$ cat src/rtl/aes_cmd_sequencer_pkg.sv
// Shared types for the AES command sequencer:
// operand widths, command opcodes, result record and FSM states.
package aes_cmd_sequencer_pkg;

  typedef logic [127:0] ulogic128;
  typedef logic [255:0] ulogic256;

  typedef enum logic [1:0] {
    LOADKEY = 2'b00,
    ENCRYPT = 2'b01,
    DECRYPT = 2'b10,
    RSVD    = 2'b11
  } aes_op_t;

  typedef struct packed {
    ulogic128 data;
    aes_op_t  op;
    logic     err;
  } aes_result_t;

  typedef enum logic [2:0] {
    IDLE,
    KEY_START,
    KEY_WAIT,
    CIPH_WAIT_READY,
    CIPH_ISSUE,
    CIPH_WAIT_RESULT,
    PUSH
  } seq_state_t;

endpackage

$ cat src/rtl/aes_result_fifo.sv
// Small result FIFO; head is presented combinationally.
// Depth is a power of two so pointers wrap naturally.
module aes_result_fifo
  import aes_cmd_sequencer_pkg::*;
#(
  parameter int DEPTH = 4,
  localparam int AW = $clog2(DEPTH)
) (
  input  logic        clk,
  input  logic        reset,
  input  logic        push,
  input  aes_result_t push_data,
  input  logic        pop,
  output aes_result_t head,
  output logic        empty,
  output logic [AW:0] count
);

  aes_result_t   mem [DEPTH];
  logic [AW-1:0] wr_ptr;
  logic [AW-1:0] rd_ptr;
  logic          do_push;
  logic          do_pop;
  logic          full;

  assign empty   = (count == '0);
  assign full    = (count == (AW+1)'(DEPTH));
  assign do_pop  = pop && !empty;
  assign do_push = push && (!full || do_pop);
  assign head    = mem[rd_ptr];

  // pointer and occupancy bookkeeping
  always_ff @(posedge clk) begin
    if (reset) begin
      wr_ptr <= '0;
      rd_ptr <= '0;
      count  <= '0;
    end else begin
      if (do_push) wr_ptr <= wr_ptr + AW'(1);
      if (do_pop)  rd_ptr <= rd_ptr + AW'(1);
      if (do_push && !do_pop)
        count <= count + (AW+1)'(1);
      else if (do_pop && !do_push)
        count <= count - (AW+1)'(1);
    end
  end

  // storage array, no reset needed
  always_ff @(posedge clk) begin
    if (do_push) mem[wr_ptr] <= push_data;
  end

endmodule

$ cat src/rtl/aes_cmd_sequencer.sv
// Host command front-end for the AES key expander and cipher core.
// One command in flight; every completion lands in the result FIFO.
module aes_cmd_sequencer
  import aes_cmd_sequencer_pkg::*;
#(
  parameter int         RESULT_DEPTH   = 4,
  parameter logic [1:0] KEY_MODE       = 2'b10,
  parameter int         TIMEOUT_CYCLES = 1024
) (
  input  logic         clk,
  input  logic         resetH,
  input  logic         cmd_valid,
  output logic         cmd_ready,
  input  logic [1:0]   cmd_op,
  input  logic [255:0] cmd_data,
  output logic [255:0] o_key,
  output logic [1:0]   o_key_mode,
  output logic         o_start,
  input  logic         i_key_ready,
  output logic [127:0] o_data,
  output logic         o_data_valid,
  output logic         o_ende,
  output logic         o_enable,
  input  logic         i_ready,
  input  logic [127:0] i_data,
  input  logic         i_data_valid,
  output logic         res_valid,
  input  logic         res_ready,
  output logic [127:0] res_data,
  output logic [1:0]   res_op,
  output logic         res_err,
  output logic         key_loaded
);

  localparam int AW = $clog2(RESULT_DEPTH);
  localparam int TW = $clog2(TIMEOUT_CYCLES + 1);

  seq_state_t  state, state_n;
  aes_op_t     op;
  logic        accept;
  logic        timed_out;
  logic [TW-1:0] timer;

  ulogic256    key_reg;
  ulogic128    blk_reg;
  logic        ende_reg;
  logic        key_ok;
  ulogic128    pend_data, pend_data_n;
  aes_op_t     pend_op;
  logic        pend_err, pend_err_n;

  logic        ld_key, ld_blk, set_pend;
  logic        key_set, key_clr, fifo_push;

  aes_result_t fifo_head;
  logic        fifo_empty;
  logic [AW:0] fifo_count;

  assign op        = aes_op_t'(cmd_op);
  assign cmd_ready = !resetH && (state == IDLE) &&
                     (fifo_count < (AW+1)'(RESULT_DEPTH));
  assign accept    = cmd_valid && cmd_ready;
  assign timed_out = (timer == TW'(TIMEOUT_CYCLES - 1));

  // state register
  always_ff @(posedge clk) begin
    if (resetH) state <= IDLE;
    else        state <= state_n;
  end

  // next-state and per-state control strobes
  always_comb begin
    state_n     = state;
    ld_key      = 1'b0;
    ld_blk      = 1'b0;
    set_pend    = 1'b0;
    pend_data_n = '0;
    pend_err_n  = 1'b0;
    key_set     = 1'b0;
    key_clr     = 1'b0;
    fifo_push   = 1'b0;
    unique case (state)
      IDLE: begin
        if (accept) begin
          unique case (op)
            LOADKEY: begin
              ld_key  = 1'b1;
              state_n = KEY_START;
            end
            ENCRYPT, DECRYPT: begin
              if (key_ok) begin
                ld_blk  = 1'b1;
                state_n = CIPH_WAIT_READY;
              end else begin
                set_pend   = 1'b1;
                pend_err_n = 1'b1;
                state_n    = PUSH;
              end
            end
            RSVD: begin
              set_pend   = 1'b1;
              pend_err_n = 1'b1;
              state_n    = PUSH;
            end
          endcase
        end
      end
      KEY_START: begin
        key_clr = 1'b1;
        state_n = KEY_WAIT;
      end
      KEY_WAIT: begin
        // first wait cycle ignores a stale ready from the expander
        if (i_key_ready && (timer != '0)) begin
          key_set  = 1'b1;
          set_pend = 1'b1;
          state_n  = PUSH;
        end else if (timed_out) begin
          set_pend   = 1'b1;
          pend_err_n = 1'b1;
          state_n    = PUSH;
        end
      end
      CIPH_WAIT_READY: begin
        if (i_ready) begin
          state_n = CIPH_ISSUE;
        end else if (timed_out) begin
          set_pend   = 1'b1;
          pend_err_n = 1'b1;
          state_n    = PUSH;
        end
      end
      CIPH_ISSUE: begin
        state_n = CIPH_WAIT_RESULT;
      end
      CIPH_WAIT_RESULT: begin
        if (i_data_valid) begin
          set_pend    = 1'b1;
          pend_data_n = i_data;
          state_n     = PUSH;
        end else if (timed_out) begin
          set_pend   = 1'b1;
          pend_err_n = 1'b1;
          state_n    = PUSH;
        end
      end
      PUSH: begin
        fifo_push = 1'b1;
        state_n   = IDLE;
      end
      default: state_n = IDLE;
    endcase
  end

  // wait timer: cleared on every state change, runs in wait states
  always_ff @(posedge clk) begin
    if (resetH) begin
      timer <= '0;
    end else if (state_n != state) begin
      timer <= '0;
    end else if (state == KEY_WAIT || state == CIPH_WAIT_READY ||
                 state == CIPH_WAIT_RESULT) begin
      timer <= timer + TW'(1);
    end
  end

  // command operands, key validity and pending result record
  always_ff @(posedge clk) begin
    if (resetH) begin
      key_reg   <= '0;
      blk_reg   <= '0;
      ende_reg  <= 1'b0;
      key_ok    <= 1'b0;
      pend_data <= '0;
      pend_op   <= LOADKEY;
      pend_err  <= 1'b0;
    end else begin
      if (ld_key) key_reg <= cmd_data;
      if (ld_blk) begin
        blk_reg  <= cmd_data[127:0];
        ende_reg <= cmd_op[1];
      end
      if (accept) pend_op <= op;
      if (set_pend) begin
        pend_data <= pend_data_n;
        pend_err  <= pend_err_n;
      end
      if (key_clr)      key_ok <= 1'b0;
      else if (key_set) key_ok <= 1'b1;
    end
  end

  aes_result_fifo #(
    .DEPTH (RESULT_DEPTH)
  ) u_fifo (
    .clk       (clk),
    .reset     (resetH),
    .push      (fifo_push),
    .push_data ('{data: pend_data, op: pend_op, err: pend_err}),
    .pop       (res_valid && res_ready),
    .head      (fifo_head),
    .empty     (fifo_empty),
    .count     (fifo_count)
  );

  assign o_key        = key_reg;
  assign o_key_mode   = KEY_MODE;
  assign o_start      = (state == KEY_START);
  assign o_data       = blk_reg;
  assign o_data_valid = (state == CIPH_ISSUE);
  assign o_ende       = ende_reg;
  assign o_enable     = (state == CIPH_WAIT_READY) ||
                        (state == CIPH_ISSUE) ||
                        (state == CIPH_WAIT_RESULT);
  assign key_loaded   = key_ok;
  assign res_valid    = !fifo_empty;
  assign res_data     = fifo_head.data;
  assign res_op       = fifo_head.op;
  assign res_err      = fifo_head.err;

endmodule

$ cat config.mk
export PLATFORM = sky130hd
export DESIGN_NAME = aes_cmd_sequencer
export DESIGN_NICKNAME = d
export VERILOG_FILES = /design/src/rtl/aes_cmd_sequencer_pkg.sv /design/src/rtl/aes_result_fifo.sv /design/src/rtl/aes_cmd_sequencer.sv
export SDC_FILE = /design/constraint.sdc
export NUM_CORES = 1
export LEC_CHECK = 0
export BUFFER_PORTS_ARGS = -buffer_cell sky130_fd_sc_hd__buf_2
export CAP_MARGIN = 5
export CORE_AREA = 2 2 358 360
export CTS_CLUSTER_DIAMETER = 50
export DETAILED_ROUTE_END_ITERATION = 8
export DIE_AREA = 0 0 360 362
export PLACE_DENSITY = 0.5
export SLEW_MARGIN = 20
export SYNTH_ARGS = -nofsm -noshare
export SYNTH_HDL_FRONTEND = slang
export SYNTH_SLANG_ARGS = --single-unit
$ cat constraint.sdc
create_clock -name clk -period 8.4 [get_ports clk]
set_input_delay 1.68 -clock clk [delete_from_list [all_inputs] [get_ports clk]]
set_output_delay 1.68 -clock clk [all_outputs]
set_load 0.03 [all_outputs]
Word-level counts from Yosys, hierarchy flattened
Memories as Yosys holds them, arrays and structs flattened. A register that Yosys moved wholly into a read port is not among the register bits.
Cells that the tools add are included.
{"block": "totals", "ff_bits": 538, "ramBits": 524, "input_bits": 393, "out_inout_bits": 524, "elab_cells": 96, "mem_count": 1}
{"name": "u_fifo.mem", "words": 4, "word_bits": 131, "rd": 1, "rd_ports_with_merged_regs": 1, "write_ports": 1, "line_no": "aes_result_fifo.sv:19", "text": "aes_result_t mem [DEPTH];"}
{"block": "classes", "add_sub_neg": 5, "order_cmp": 1, "n_eq_ne": 12, "n_mux": 38, "n_reduce_logical": 27}
{"op": "2-to-1 mux 128 bit", "n": 2}
{"op": "2-to-1 mux 3 bit", "n": 8}
{"op": "2-to-1 mux 1 bit", "n": 21}
{"op": "case mux 3 bit (6 select lines)", "n": 1}
{"op": "== test 3 bit, second input constant", "n": 4}
{"op": "adder 11 x 1 -> 11 bit, second input constant", "n": 1}
{"op": "== test 11 x 10 -> 1 bit, second input constant", "n": 1}
{"op": "nonzero test 11 bit", "n": 1}
{"op": "logical AND 1 bit", "n": 9}
{"op": "case mux 3 bit (3 select lines)", "n": 1}
{"op": "case mux 1 bit (4 select lines)", "n": 2}
{"op": "== test 3 x 2 -> 1 bit, second input constant", "n": 2}
{"op": "zero test 3 bit", "n": 2}
{"op": "OR reduction 2 bit", "n": 3}
{"op": "zero test 1 bit", "n": 5}
{"op": "logical OR 1 bit", "n": 5}
{"op": "adder 2 x 1 -> 2 bit, second input constant", "n": 2}
{"op": "== test 2 bit, second input constant", "n": 2}
{"op": "2-to-1 mux 2 bit", "n": 2}
{"op": "adder 3 x 1 -> 3 bit, second input constant", "n": 1}
{"op": "== test 3 x 1 -> 1 bit, second input constant", "n": 1}
{"op": "less-than comparator 3 bit, second input constant", "n": 1}
{"op": "inequality test 3 bit", "n": 1}
{"op": "subtractor 3 x 1 -> 3 bit, second input constant", "n": 1}
{"op": "4 further kinds", "n": 4}

Logic depth before layout (Yosys ltp)
{"block": "depth", "ltp_word": 10, "mapped_depth": 9, "depth_no_buf": 8}

Hierarchy
Synthesis repeated with hierarchy kept, for this count alone.
{"block": "hier_totals", "cells_unflattened": 3102, "area_unflattened_um2": 38859.8}
{"module": "aes_cmd_sequencer", "instances": 1, "cells_each": 2370, "area_per_inst_um2": 19493.7, "seq_area_each_um2": 10630.2}
{"module": "aes_result_fifo", "instances": 1, "cells_each": 732, "area_per_inst_um2": 19366.1, "seq_area_each_um2": 15915.3}

Worst setup path before layout
No wires, ideal clock.
{"block": "synth_timing", "kind": "input -> register", "start": "input port res_ready", "end": "memory u_fifo.mem[0][0] (netlist name), enable pin", "setup_time_ns": 0.506, "t_arrival_ns": 5.199, "t_required_ns": 7.894, "slack_ns": 2.695, "stages": 3, "path_buffers": 0, "cell_sequence": "nor4b_1 -> nor4_2 -> and2_1"}
{"block": "synth_via", "elab_chain_cells": 6}
{"element": "start: declaration", "line_no": "aes_cmd_sequencer.sv:28", "text": "input logic res_ready,"}
{"element": "logical AND 1 bit", "line_no": "aes_cmd_sequencer.sv:200", "text": ".pop (res_valid && res_ready),"}
{"element": "logical AND 1 bit", "line_no": "aes_result_fifo.sv:28", "text": "assign do_pop = pop && !empty;"}
{"element": "logical OR 1 bit", "line_no": "aes_result_fifo.sv:29", "text": "assign do_push = push && (!full || do_pop);"}
{"element": "logical AND 1 bit", "line_no": "aes_result_fifo.sv:29"}
{"element": "net u_fifo.do_push", "line_no": "aes_result_fifo.sv:22", "text": "logic do_push;"}
{"element": "2-to-1 mux 1 bit", "line_no": "aes_result_fifo.sv:50", "text": "if (do_push) mem[wr_ptr] <= push_data;"}
{"element": "2-to-1 mux 1 bit (implied by the code)", "line_no": "aes_result_fifo.sv:50"}
{"element": "end: declaration", "line_no": "aes_result_fifo.sv:19"}
The timed path passes the listed nets, and every way through them passes these cells.

==> results.txt <==
The worst setup path is of the flop to primary output kind. The final cell utilization of the core came out at a little under two fifths. The proportion of synthesized chip area in sequential cells came out at a little over 70%. TritonCTS built the clock tree. The area of the die is 130000 µm².

The synthesis warning total came out at 0. The total clock buffers created by CTS is 133. The clock sink total came out at 1064. The routability congestion estimate from global placement came out at approximately 0.90.

The clock input transition at the sequential cells of the worst setup and hold paths came out at 0.05 ns. The area added between synthesis and finish is 27.6%. The number of nets in the synthesized netlist is 3230. The number of max-cap violations came out at 0. The final setup violation count is 0. The clock tree synthesis step divided the H-tree into 4 levels. In this run the power density over the cells is 281 nW/µm². The net count reported at finish came out at 4106. The die outline width is 360 µm. The highest attainable clock frequency came out at 198 MHz. Detailed routing inserted a total of 25900 vias.

The count of buffers added on input and output ports is 914. Prior to clock tree synthesis, the placed netlist has a worst setup slack of about 3.6 ns. The flow ran to the end, and the final reports show no timing, DRC or antenna violations. The number of synthesized flops with an enable pin is 524. The min-delay analysis places its worst path in the category flop to flop.

The number of fill cells in the layout is 12400. Headroom to the max-slew limit came out at 21.8%. For the worst setup path, the data required time is 6.72 ns. The initial core utilization came out at 29.7%. The worst setup path is captured at a primary output. The arrival time at the worst endpoint is 3.36 ns.

The maximum VDD drop came out at 0.220 mV. The final hold violation count is 0. The floorplan core area came out at 127000 µm². The I/O pin count is 917. For this run, the detailed router's first-pass iteration total came to 5.

In the final layout, the multi-input gates occupy 9920 µm². The aggregate routed wire length is 126000 µm. The dominant register cell in the synthesized netlist is sky130_fd_sc_hd__dfxtp_1. The initial antenna violation count came out at 52. The via count of the first global-routing pass came out at 25100. The mapped cell area came out at approximately 38000 µm². The final period utilization is 60.0%. The detailed placement HPWL is 85500 µm. The worst setup path is launched from a flop. The cell sitting at the root of the clock tree is a sky130_fd_sc_hd__clkbuf_16. Once detail routing completed, the nets flagged for antenna violations numbered 0.

The total of flip-flops plus latches after synthesis is 1064. Dividing the detail-routed wire length by the instance count gives about 23 µm. The accumulated negative setup slack is 0 ns. The worst path setup slack after routing came out at 3.36 ns.

The via density per instance is 4.71. The first global-routing pass estimated about 180000 µm of wire. The sequential cell area came out at 26600 µm². For the final database, setup skew stands at 0.0445 ns. Setup repair after global routing left no endpoint under its margin.

The combined global-route utilization of all metal layers came out at 18.7%. The number of setup buffers added after CTS is 0. The fraction of final layout cells with drive strength greater than 1 came out at approximately a third.

The async set-or-reset flop fraction in the synthesized netlist is 0%. The synthesized netlist cell count is 2826. The total overflow left after global routing is 0. The leakage component of the power came out at 18.4 nW. The post-synthesis area per instance is 13.3 µm². The maximum count of clock buffers along a single path is 3. The initial DRC count is 2173. The number of cell rows came out at 131.

The clock insertion delay at the later pin of the skew report came out at between 0.7 and 0.8 ns. The number of different library cells in the post-synthesis netlist is 52. The shortest clock period the worst path allows after layout came out at 5.04 ns. From bottom edge to top edge, the die measures 362 µm. Power comes to 13.5 mW.

The pin count of the biggest net entering global routing is 151. Of all nets on the critical path, the largest fanout is 94. The number of buffers inserted for hold repair after clock tree synthesis is 0. The pin slew with the least headroom to its limit is 1.17 ns.

The DRC violations left came out at 0. The post-CTS resize count is 0. The number of slew-limit violations in the final report is 0.
[cell usage in the layout, fill, tap and decap left out, drive strengths merged, types with 4 or more instances in the layout]
master / Yosys / final
o21ai: 4 / 4
a22o: 128 / 128
and2: 7 / 7
nor4: 5 / 5
buf: 86 / 935
diode: 0 / 15
nor3: 6 / 6
clkbuf: 108 / 178
clkinv: 0 / 40
nand2: 778 / 778
ha: 10 / 10
dfxtp: 540 / 540
xor2: 8 / 8
edfxtp: 524 / 524
xnor2: 7 / 7
nor2: 32 / 32
bufinv: 0 / 10
nand3: 5 / 5
mux2i: 4 / 4
inv: 13 / 29
mux4: 131 / 131
a21oi: 390 / 390
[registers in the layout, indices dropped and copies added, names as in the netlist, named ones only]
name / cells
u_fifo.count: 3
u_fifo.rd_ptr: 2
o_data: 128
u_fifo.mem: 524
key_loaded: 1
state: 3
pend_data: 128
pend_op: 2
timer: 11
u_fifo.wr_ptr: 2
o_key: 256
o_ende: 1
pend_err: 1
[Yosys cell counts (2+ instances only)]
master                     count  area share (%)
sky130_fd_sc_hd__o31ai_1       2           0.040
sky130_fd_sc_hd__clkbuf_1    108             1.1
sky130_fd_sc_hd__and2_1        7            0.12
sky130_fd_sc_hd__nor2b_1       2           0.033
sky130_fd_sc_hd__buf_6        51             1.5
sky130_fd_sc_hd__nor4_1        3           0.050
sky130_fd_sc_hd__dfxtp_1     540              29
sky130_fd_sc_hd__nor3b_1       2           0.040
sky130_fd_sc_hd__ha_1         10            0.33
sky130_fd_sc_hd__nand3b_1      2           0.040
sky130_fd_sc_hd__mux2i_1       4            0.11
sky130_fd_sc_hd__a21oi_1     390             5.2
sky130_fd_sc_hd__o31a_1        2           0.047
sky130_fd_sc_hd__nor2_1       31            0.31
sky130_fd_sc_hd__edfxtp_1    524              42
sky130_fd_sc_hd__mux4_2      131             7.8
sky130_fd_sc_hd__nor4b_1       2           0.047
sky130_fd_sc_hd__nor3_1        4           0.053
sky130_fd_sc_hd__xor2_1        8            0.19
sky130_fd_sc_hd__xnor2_1       7            0.16
sky130_fd_sc_hd__a21o_1        3           0.060
sky130_fd_sc_hd__buf_4         6            0.12
sky130_fd_sc_hd__nor4_2        2           0.067
sky130_fd_sc_hd__nand2_1     778             7.8
sky130_fd_sc_hd__nand3_1       5           0.067
sky130_fd_sc_hd__or3_1         2           0.033
sky130_fd_sc_hd__conb_1        2           0.020
sky130_fd_sc_hd__and4_1        2           0.047
sky130_fd_sc_hd__inv_1        13            0.13
sky130_fd_sc_hd__o21ai_0       4           0.053
sky130_fd_sc_hd__a31oi_1       3           0.050
sky130_fd_sc_hd__buf_2        21            0.28
sky130_fd_sc_hd__and3_1        2           0.033
sky130_fd_sc_hd__buf_1         8           0.080
sky130_fd_sc_hd__a22o_1      128             3.0
[path summary, 6_finish.rpt]
check | cells after the start | from | slack (ns) | end
min reg2reg | 2 | o_key[146]$_SDFFE_PP0P_ | 0.45 | o_key[146]$_SDFFE_PP0P_
min | 2 | o_key[146]$_SDFFE_PP0P_ | 0.45 | o_key[146]$_SDFFE_PP0P_
max reg2reg | 4 | state[1]$_SDFF_PP0_ | 5.11 | u_fifo.mem[3][74]$_DFFE_PP_
max | 3 | flop | 3.36 | res_data[25]
[logic make-up after synthesis]
group	count (synthesis)	share of synthesized area [%]
AND/OR/NAND/NOR	855	8.99
adder cells (fa/ha/maj)	11	0.386
other	2	0.0200
AO/OA/AOI/OAI	537	8.53
multiplexers	135	7.95
XOR/XNOR	15	0.349
buffers and inverters	207	3.21
flip-flops	1064	70.6
[worst max-delay path, cell delays in order (launching register included)]
cell and delay (ns):
sky130_fd_sc_hd__dfxtp_4 0.87, sky130_fd_sc_hd__buf_12 0.59, sky130_fd_sc_hd__mux4_2 0.62, sky130_fd_sc_hd__buf_2 0.21
[routing by layer]
| layer | part of all wire (%) | vias to the layer above | track usage (%) |
|---|---|---|---|
| met5 | 0.34 | - | 0 |
| met4 | 4.3 | 66 | 8.14 |
| met3 | 8.5 | 297 | 6.76 |
| met2 | 46 | 958 | 29.3 |
| met1 | 41 | 12600 | 23.1 |
| li1 | - | 11900 | - |
[per-stage QoR]
step,instance area (µm²),cells,hold WS (ns)
detailed placement,43500,5229,0.444
finish,48000,5491,0.449
global route,48000,5477,0.465
CTS,48000,5476,0.451
global placement,43500,5229,0.439
floorplan,37600,2826,0.453
[where the power goes]
part	internal, mW	switching [mW]
Clock	3.46	2.31
Combinational	0.747	1.36
Sequential	5.50	0.120
[cell type report]
class / instances / share of cell area (%)
flip-flops and latches: 1064 / 55.3
multi-input cells: 1555 / 20.6
repair buffers: 935 / 10.1
clock buffers: 178 / 7.73
well taps: 1662 / 4.33
clock inverters: 69 / 1.69
inverters: 13 / 0.102
diodes: 15 / 0.0782
No activity file was read; power rests on OpenSTA's default activity.
